## src/rtl/mux_n_pipe_pkg.sv

```systemverilog
// Shared constants and helpers for the N-channel pipelined selector.
package mux_n_pipe_pkg;

   localparam int MUX_MODE_FIXED = 0;
   localparam int MUX_MODE_RR    = 1;

   function automatic int mux_clog2(input int n);
      int r;
      r = 0;
      for (int v = n - 1; v > 0; v = v >> 1) r++;
      return r;
   endfunction

endpackage

```

## src/rtl/pipe_buf2.sv

```systemverilog
// Two-entry FIFO; head is always the oldest entry and stays stable while
// it is not popped.
module pipe_buf2 #(
   parameter int W = 8
) (
   input  logic         clk,
   input  logic         rst_n,
   input  logic         flush,
   input  logic         push,
   input  logic [W-1:0] push_data,
   input  logic         pop,
   output logic [W-1:0] head_data,
   output logic         valid,
   output logic         full
);

   logic [1:0]   cnt_q, cnt_d;
   logic [W-1:0] head_q, head_d;
   logic [W-1:0] tail_q, tail_d;
   logic         push_ok, pop_ok;

   assign push_ok = push && (cnt_q != 2'd2);
   assign pop_ok  = pop && (cnt_q != 2'd0);

   always_comb begin
      cnt_d  = cnt_q;
      head_d = head_q;
      tail_d = tail_q;
      if (flush) begin
         cnt_d = 2'd0;
      end else begin
         case ({push_ok, pop_ok})
            2'b10: begin
               if (cnt_q == 2'd0) head_d = push_data;
               else tail_d = push_data;
               cnt_d = cnt_q + 2'd1;
            end
            2'b01: begin
               head_d = tail_q;
               cnt_d  = cnt_q - 2'd1;
            end
            2'b11: begin
               // simultaneous push/pop keeps the count; the new entry
               // lands behind whatever survives the pop
               if (cnt_q == 2'd1) begin
                  head_d = push_data;
               end else begin
                  head_d = tail_q;
                  tail_d = push_data;
               end
            end
            default: ;
         endcase
      end
   end

   always_ff @(posedge clk or negedge rst_n) begin
      if (!rst_n) begin
         cnt_q  <= 2'd0;
         head_q <= '0;
         tail_q <= '0;
      end else begin
         cnt_q  <= cnt_d;
         head_q <= head_d;
         tail_q <= tail_d;
      end
   end

   assign head_data = head_q;
   assign valid     = (cnt_q != 2'd0);
   assign full      = (cnt_q == 2'd2);

endmodule

```

## src/rtl/mux_n_pipe.sv

```systemverilog
// N-channel selector (fixed or round-robin) feeding a registered
// two-entry output buffer with valid/ready handshakes.
module mux_n_pipe
   import mux_n_pipe_pkg::*;
#(
   parameter int WIDTH = 32,
   parameter int N     = 4,
   parameter int SEL_W = mux_clog2(N),
   parameter int MODE  = MUX_MODE_FIXED
) (
   input  logic               clk,
   input  logic               rst_n,
   input  logic [N*WIDTH-1:0] in_data,
   input  logic [N-1:0]       in_valid,
   output logic [N-1:0]       in_ready,
   input  logic [SEL_W-1:0]   sel,
   input  logic               flush,
   output logic [WIDTH-1:0]   out_data,
   output logic [SEL_W-1:0]   out_src,
   output logic               out_valid,
   input  logic               out_ready
);

   localparam int EW = WIDTH + SEL_W;

   logic [SEL_W-1:0] rr_q, rr_d;
   logic [SEL_W-1:0] grant;
   logic             grant_ok;
   logic [WIDTH-1:0] grant_data;
   logic             grant_vld;
   logic             rdy_ok, full, push, pop;
   logic [EW-1:0]    head;
   int               idx;

   // scan downward so the lowest offset from rr_ptr wins
   always_comb begin
      grant    = '0;
      grant_ok = 1'b0;
      idx      = 0;
      if (MODE == MUX_MODE_RR) begin
         for (int k = N - 1; k >= 0; k--) begin
            idx = int'(rr_q) + k;
            if (idx >= N) idx = idx - N;
            if (in_valid[idx]) begin
               grant    = SEL_W'(idx);
               grant_ok = 1'b1;
            end
         end
      end else begin
         grant    = sel;
         grant_ok = (int'(sel) < N);
      end
   end

   always_comb begin
      grant_data = '0;
      grant_vld  = 1'b0;
      in_ready   = '0;
      rdy_ok     = grant_ok && !full && !flush && rst_n;
      for (int i = 0; i < N; i++) begin
         if (grant_ok && grant == SEL_W'(i)) begin
            grant_data  = in_data[i*WIDTH +: WIDTH];
            grant_vld   = in_valid[i];
            in_ready[i] = rdy_ok;
         end
      end
   end

   assign push = rdy_ok && grant_vld;
   assign pop  = out_valid && out_ready;

   always_comb begin
      rr_d = rr_q;
      if (flush) begin
         rr_d = '0;
      end else if (push && MODE == MUX_MODE_RR) begin
         if (int'(grant) + 1 >= N) rr_d = '0;
         else rr_d = grant + SEL_W'(1);
      end
   end

   always_ff @(posedge clk or negedge rst_n) begin
      if (!rst_n) rr_q <= '0;
      else rr_q <= rr_d;
   end

   pipe_buf2 #(
      .W(EW)
   ) u_buf (
      .clk      (clk),
      .rst_n    (rst_n),
      .flush    (flush),
      .push     (push),
      .push_data({grant_data, grant}),
      .pop      (pop),
      .head_data(head),
      .valid    (out_valid),
      .full     (full)
   );

   assign out_data = head[EW-1:SEL_W];
   assign out_src  = head[SEL_W-1:0];

endmodule

```

## config.mk

```make
export PLATFORM = sky130hd
export DESIGN_NAME = mux_n_pipe
export DESIGN_NICKNAME = d
export VERILOG_FILES = /design/src/rtl/mux_n_pipe_pkg.sv /design/src/rtl/pipe_buf2.sv /design/src/rtl/mux_n_pipe.sv
export SDC_FILE = /design/constraint.sdc
export NUM_CORES = 1
export LEC_CHECK = 0
export ABC_CLOCK_PERIOD_IN_PS = 6150
export CORE_MARGIN = 5
export CORE_UTILIZATION = 49
export DETAILED_ROUTE_END_ITERATION = 6
export PLACE_DENSITY_LB_ADDON = 0.05
export SKIP_LAST_GASP = 1
export SLEW_MARGIN = 20
export SYNTH_ARGS = -nofsm -noshare
export SYNTH_HDL_FRONTEND = slang
export SYNTH_HIERARCHICAL = 1
export SYNTH_SLANG_ARGS = --single-unit
```

## constraint.sdc

```tcl
create_clock -name clk -period 6.15 [get_ports clk]
set_input_delay 0.615 -clock clk [delete_from_list [all_inputs] [get_ports clk]]
set_output_delay 0.615 -clock clk [all_outputs]
set_load 0.05 [all_outputs]
```

Word-level counts from Yosys, hierarchy flattened
Cells that the tools add are included.
{"block": "totals", "regBits": 70, "wordCells": 54}
{"block": "classes", "addsub": 2, "eq_ne": 12, "n_mux": 20, "n_bitwise": 1, "n_reduce_logical": 16}
{"op": "2-to-1 mux 34 bit", "count": 4}
{"op": "2-to-1 mux 32 bit", "count": 4}
{"op": "one-hot mux 34 bit (3 select lines)", "count": 1}
{"op": "one-hot mux 34 bit (2 select lines)", "count": 1}
{"op": "equality test 2 bit (second input constant)", "count": 5}
{"op": "2-to-1 mux 1 bit", "count": 8}
{"op": "equality test 2 x 1 -> 1 bit (second input constant)", "count": 3}
{"op": "logical AND 1 bit", "count": 6}
{"op": "inequality test 2 bit (second input constant)", "count": 3}
{"op": "nonzero test 3 bit", "count": 2}
{"op": "zero test 2 bit", "count": 2}
{"op": "one-hot mux 2 bit (2 select lines)", "count": 1}
{"op": "AND reduction 4 bit", "count": 1}
{"op": "nonzero test 2 bit", "count": 2}
{"op": "AND reduction 3 bit", "count": 1}
{"op": "adder 2 x 1 -> 2 bit (second input constant)", "count": 1}
{"op": "zero test 1 bit", "count": 2}
{"op": "2-to-1 mux 2 bit", "count": 1}
{"op": "inequality test 2 x 1 -> 1 bit (second input constant)", "count": 1}
{"op": "subtractor 2 x 1 -> 2 bit (second input constant)", "count": 1}
{"op": "NOT 1 bit", "count": 1}

Longest topological paths before layout
{"block": "logic_depth", "word_depth": 10, "depth_mapped": 10, "depth_no_buf": 7}

Hierarchy
Netlist, hierarchy kept.
{"module": "pipe_buf2", "instances": 1, "cells_per_inst": 329, "area_each_um2": 3832.4, "seq_area_each_um2": 1751.7}
{"module": "mux_n_pipe", "instances": 1, "cells_per_inst": 50, "area_each_um2": 900.9, "seq_area_each_um2": 0.0}

Worst setup path after synthesis
OpenSTA, ideal clock, no wires.
{"block": "synth_path", "path_kind": "input port to output port", "startpoint": "input port sel[1]", "endpoint": "output port in_ready[0]", "arrival_time_ns": 1.918, "required_ns": 5.535, "setup_slack_ns": 3.617, "cell_stages": 3, "cell_sequence": "buf_6 -> or4b_4 -> nor2_1"}
{"block": "synth_via", "elab_chain_len": 2}
{"element": "start: declaration", "line_no": "mux_n_pipe.sv:16", "rtl": "input logic [SEL_W-1:0] sel,"}
{"element": "zero test 2 bit", "line_no": "mux_n_pipe.sv:61", "rtl": "if (grant_ok && grant == SEL_W'(i)) begin"}
{"element": "2-to-1 mux 1 bit", "line_no": "mux_n_pipe.sv:61"}
{"element": "end: declaration", "line_no": "mux_n_pipe.sv:15", "rtl": "output logic [N-1:0] in_ready,"}
No other way between the ends.

Final worst setup path
{"block": "layout_path", "startpoint": "input port sel[0]", "endpoint": "register u_buf.tail_q[24]"}
{"block": "layout_via", "elab_chain_len": 10, "word_cells_on_any_way": 23}
{"element": "zero test 2 bit", "line_no": "mux_n_pipe.sv:61"}
{"element": "2-to-1 mux 1 bit (3 in series)", "line_no": "mux_n_pipe.sv:61"}
{"element": "2-to-1 mux 1 bit (*)", "line_no": "mux_n_pipe.sv:61"}
{"element": "logical AND 1 bit (*)", "line_no": "mux_n_pipe.sv:69", "rtl": "assign push = rdy_ok && grant_vld;"}
{"element": "named net push", "line_no": "mux_n_pipe.sv:31", "rtl": "logic rdy_ok, full, push, pop;"}
{"element": "logical AND 1 bit (*)", "line_no": "pipe_buf2.sv:22", "rtl": "assign push_ok = push && (cnt_q != 2'd2);"}
{"element": "equality test 2 bit", "line_no": "pipe_buf2.sv:32", "rtl": "case ({push_ok, pop_ok})"}
{"element": "inequality test 2 bit (no source line) or nonzero test 2 bit (tied branches)"}
{"element": "AND reduction 4 bit (no source line)"}
{"element": "end signal: assignment", "line_no": "pipe_buf2.sv:65", "rtl": "tail_q <= tail_d;"}
{"element": "end: declaration", "line_no": "pipe_buf2.sv:19", "rtl": "logic [W-1:0] tail_q, tail_d;"}
Mark *: on every way through the listed nets, which the timed path passes. The rest lies on a longest branch. The select of a mux whose other input is x is not followed.
A chain may end at the register's enable or synchronous reset.

==> summary.txt <==
Final layout
  – Share of layout cells above drive strength 1: 0.2467
  – Count of nets after finishing: 671
  – Area Overhead vs Synth: 39.86%
  – Post-Layout Cell Count: 664
  – Diode count: 0
  – Fillers: 701

Pwr
  – Worst ir drop on vdd: 0.2409 mV
  – Total power: 2.669 mW
  – PwrDens: 403.1 mW/mm2
  – Leak: 2.650 nW

Die
  – Chip height: 108.3 um
  – Io pins: 177
  – Initial Utilization: 0.5074
  – Row cnt: 35
  – Die width: 108.3 um
  – Die footprint: 0.01173 mm2
  – Core area: 0.009328 mm2

Global route
  – Largest net degree at the start of global routing: 72
  – Vias in the first global route: 4106
  – GRT overflow: 0
  – Initial antenna violation count: 0
  – First-pass GRT wire length: 21090 um
  – GRT Total Usage: 0.2291

STA
  – Max transition margin: 0.2501
  – Final hold vios: 0
  – Worst hold slack: 510.2 ps
  – Post-Route Skew: 9.665 ps
  – Slew Limit Fails: 0
  – Setup-failing EPs final: 0
  – Final Critical Period: 3794 ps
  – Fin Setup TNS: 0 ps
  – Crit share post-route: 0.6169
  – Worst slew pin tran: 1125 ps
  – Maximum clock rate: 263.6 MHz
  – RSZ-0062 raised after global routing: no

Setup path
  – Startpoint types: input pin
  – Arr. time, crit path: 4040 ps
  – Slowest-stage cell, CP: a2111o_2
  – WP buf/inv: 2
  – Critical Path Source: sel[0]
  – CP Max Fanout: 39
  – WP data required: 6390 ps
  – Critical Path Sink Type: flop
  – Critical Path, Cell by Cell: buf_2 > buf_4 > mux4_2 > and2_1 > nand2b_2 > a2111o_2 > mux2_2
  – Top Family by Delay on Critical Path: multiplexers
  – Max incr delay on CP: 950 ps
  – Reg-to-reg startpoint: u_buf/cnt_q[0]
  – Setup CP Type: input pin to flop

CTS
  – Setup Fix Bufs, Post-CTS: 0
  – Clock buffer depth: 2
  – TritonCTS buffer count: 9
  – Post-CTS Resized: 0
  – Worst-Skew Late Latency: 360 ps
  – CTS H-tree depth: 3
  – TritonCTS clock tree: built
  – Worst-path clk slew: 80 ps
  – Num Clock Sinks: 70
  – Hold buffer count at CTS: 0
  – Root buffer cell: clkbuf_8

Run
  – Max Cap Viol: 0

Logic synthesis
  – Post-Syn Nets: 520
  – Ys flop type: dfrtp_1
  – Post-synth ARST share: 1.000
  – Leading area contributor after synthesis: dfrtp_1
  – Synth cell types: 33
  – Post-synthesis average cell area: 12.49 um2
  – Post-Syn Area: 0.004733 mm2
  – Sequential element share of the synthesized area: 0.3701
  – Number of synthesized flops with an enable pin: 0
  – Synth top area share: 0.3701
  – Mapped Cells: 379
  – Post-synth top cells: dfrtp_1, mux2_2
  – Top post-synthesis cells by area: dfrtp_1, mux4_2, mux2_4, mux2_2, a22oi_1
  – Top-count cell post-synth: dfrtp_1
  – Yosys reg bits: 70
  – Ys Warns: 6

Status
  – Outcome: complete, no violations

Detailed routing
  – DRT Wirelength: 13450 um
  – Initial DRC Count: 222
  – Via count: 4015
  – Wire length per cell: 20.25 um
  – DRT Pass-1 Iters: 5
  – Post-route ant nets: 0
  – Via density per instance: 6.047
  – Post-route DRC: 0

Placed design
  – GP Congestion: 0.7266
  – Placed Cells: 648
  – IO Port Bufs: 176
  – DP HPWL: 8766 um

Min path
  – Hold crit path type: input pin to asynchronous set/reset pin
## worst paths after layout
check / slack [ps] / end / cells after the start
min: 510 / u_buf/head_data[4] / 2
max in group asynchronous: 5050 / u_buf/tail_q[25] / 2
max reg2reg: 2790 / u_buf/tail_q[18] / 7
min in group clk: 540 / u_buf/tail_q[32] / 1
max: 2360 / u_buf/tail_q[24] / 7
min reg2reg: 540 / u_buf/tail_q[32] / 1
## final cells by class
cell class                      instances  area [um2]  share of cell area
Clock buffer                           10       137.6             0.02079
Tap cell                              129       161.4             0.02438
Inverter                                4       15.01            0.002268
Clock inverter                          6       46.29            0.006993
Multi-Input combinational cell        262        2706              0.4088
Timing Repair Buffer                  183        1802              0.2722
Sequential cell                        70        1752              0.2646
## registers in the layout, indices dropped and copies added (netlist names)
register	cells
u_buf/head_data	34
u_buf/cnt_q	2
u_buf/tail_q	34
## report_power, final
| part | switching, mW | internal (mW) | leakage (nW) |
|---|---|---|---|
| sequential | 0.145 | 0.677 | 0.850 |
| combinational | 0.809 | 0.688 | 1.71 |
| clock | 0.191 | 0.159 | 0.0889 |
| total | 1.14 | 1.52 | 2.65 |
## layer usage
| layer | wire (um) | GRT usage | up-vias |
|---|---|---|---|
| met4 | 124 | 0.05861 | 0 |
| met5 | 0 | 0 | - |
| met1 | 5364 | 0.2860 | 2031 |
| met2 | 6866 | 0.3996 | 170 |
| met3 | 1092 | 0.05552 | 12 |
| li1 | - | - | 1802 |
## cells in the final DEF (no fill, tap or decap), types with 2 or more instances in the layout
cell	synthesis	routed
and2_1	2	2
a22oi_1	34	34
inv_1	4	4
buf_4	2	8
nor4bb_4	0	2
mux2_4	30	30
clkinv_4	0	2
a31oi_1	34	34
dfrtp_1	70	70
and3_1	2	2
clkdlybuf4s50_1	0	173
nor2_1	3	3
clkinvlp_4	0	2
mux4_2	30	30
nand3_1	34	34
nor3_1	34	34
buf_2	18	2
mux4_1	3	3
ha_1	3	2
mux2_2	38	38
clkbuf_8	0	10
## metrics by stage
| stage | instance area, um2 | util | setup WS (ps) |
|---|---|---|---|
| floorplan | 4733 | - | 3617 |
| global placement | 6436 | 0.6900 | 1993 |
| detailed placement | 6436 | 0.6900 | 1948 |
| CTS | 6620 | 0.7097 | 2334 |
| global route | 6620 | 0.7097 | 2156 |
| finish | 6620 | 0.7097 | 2356 |
## logic make-up (layout without fill, tap and decap cells)
kind of cell,after synthesis,in the layout,synth area share
multiplexers,101,101,0.3450
adder cells (fa/ha/maj),4,4,0.01005
AO/OA/AOI/OAI,72,72,0.1052
buffers and inverters,47,203,0.06873
XOR/XNOR,1,1,0.004758
flip-flops,70,70,0.3701
AND/OR/NAND/NOR,84,84,0.09622
Note: power is estimated with default switching activity, not from simulation.
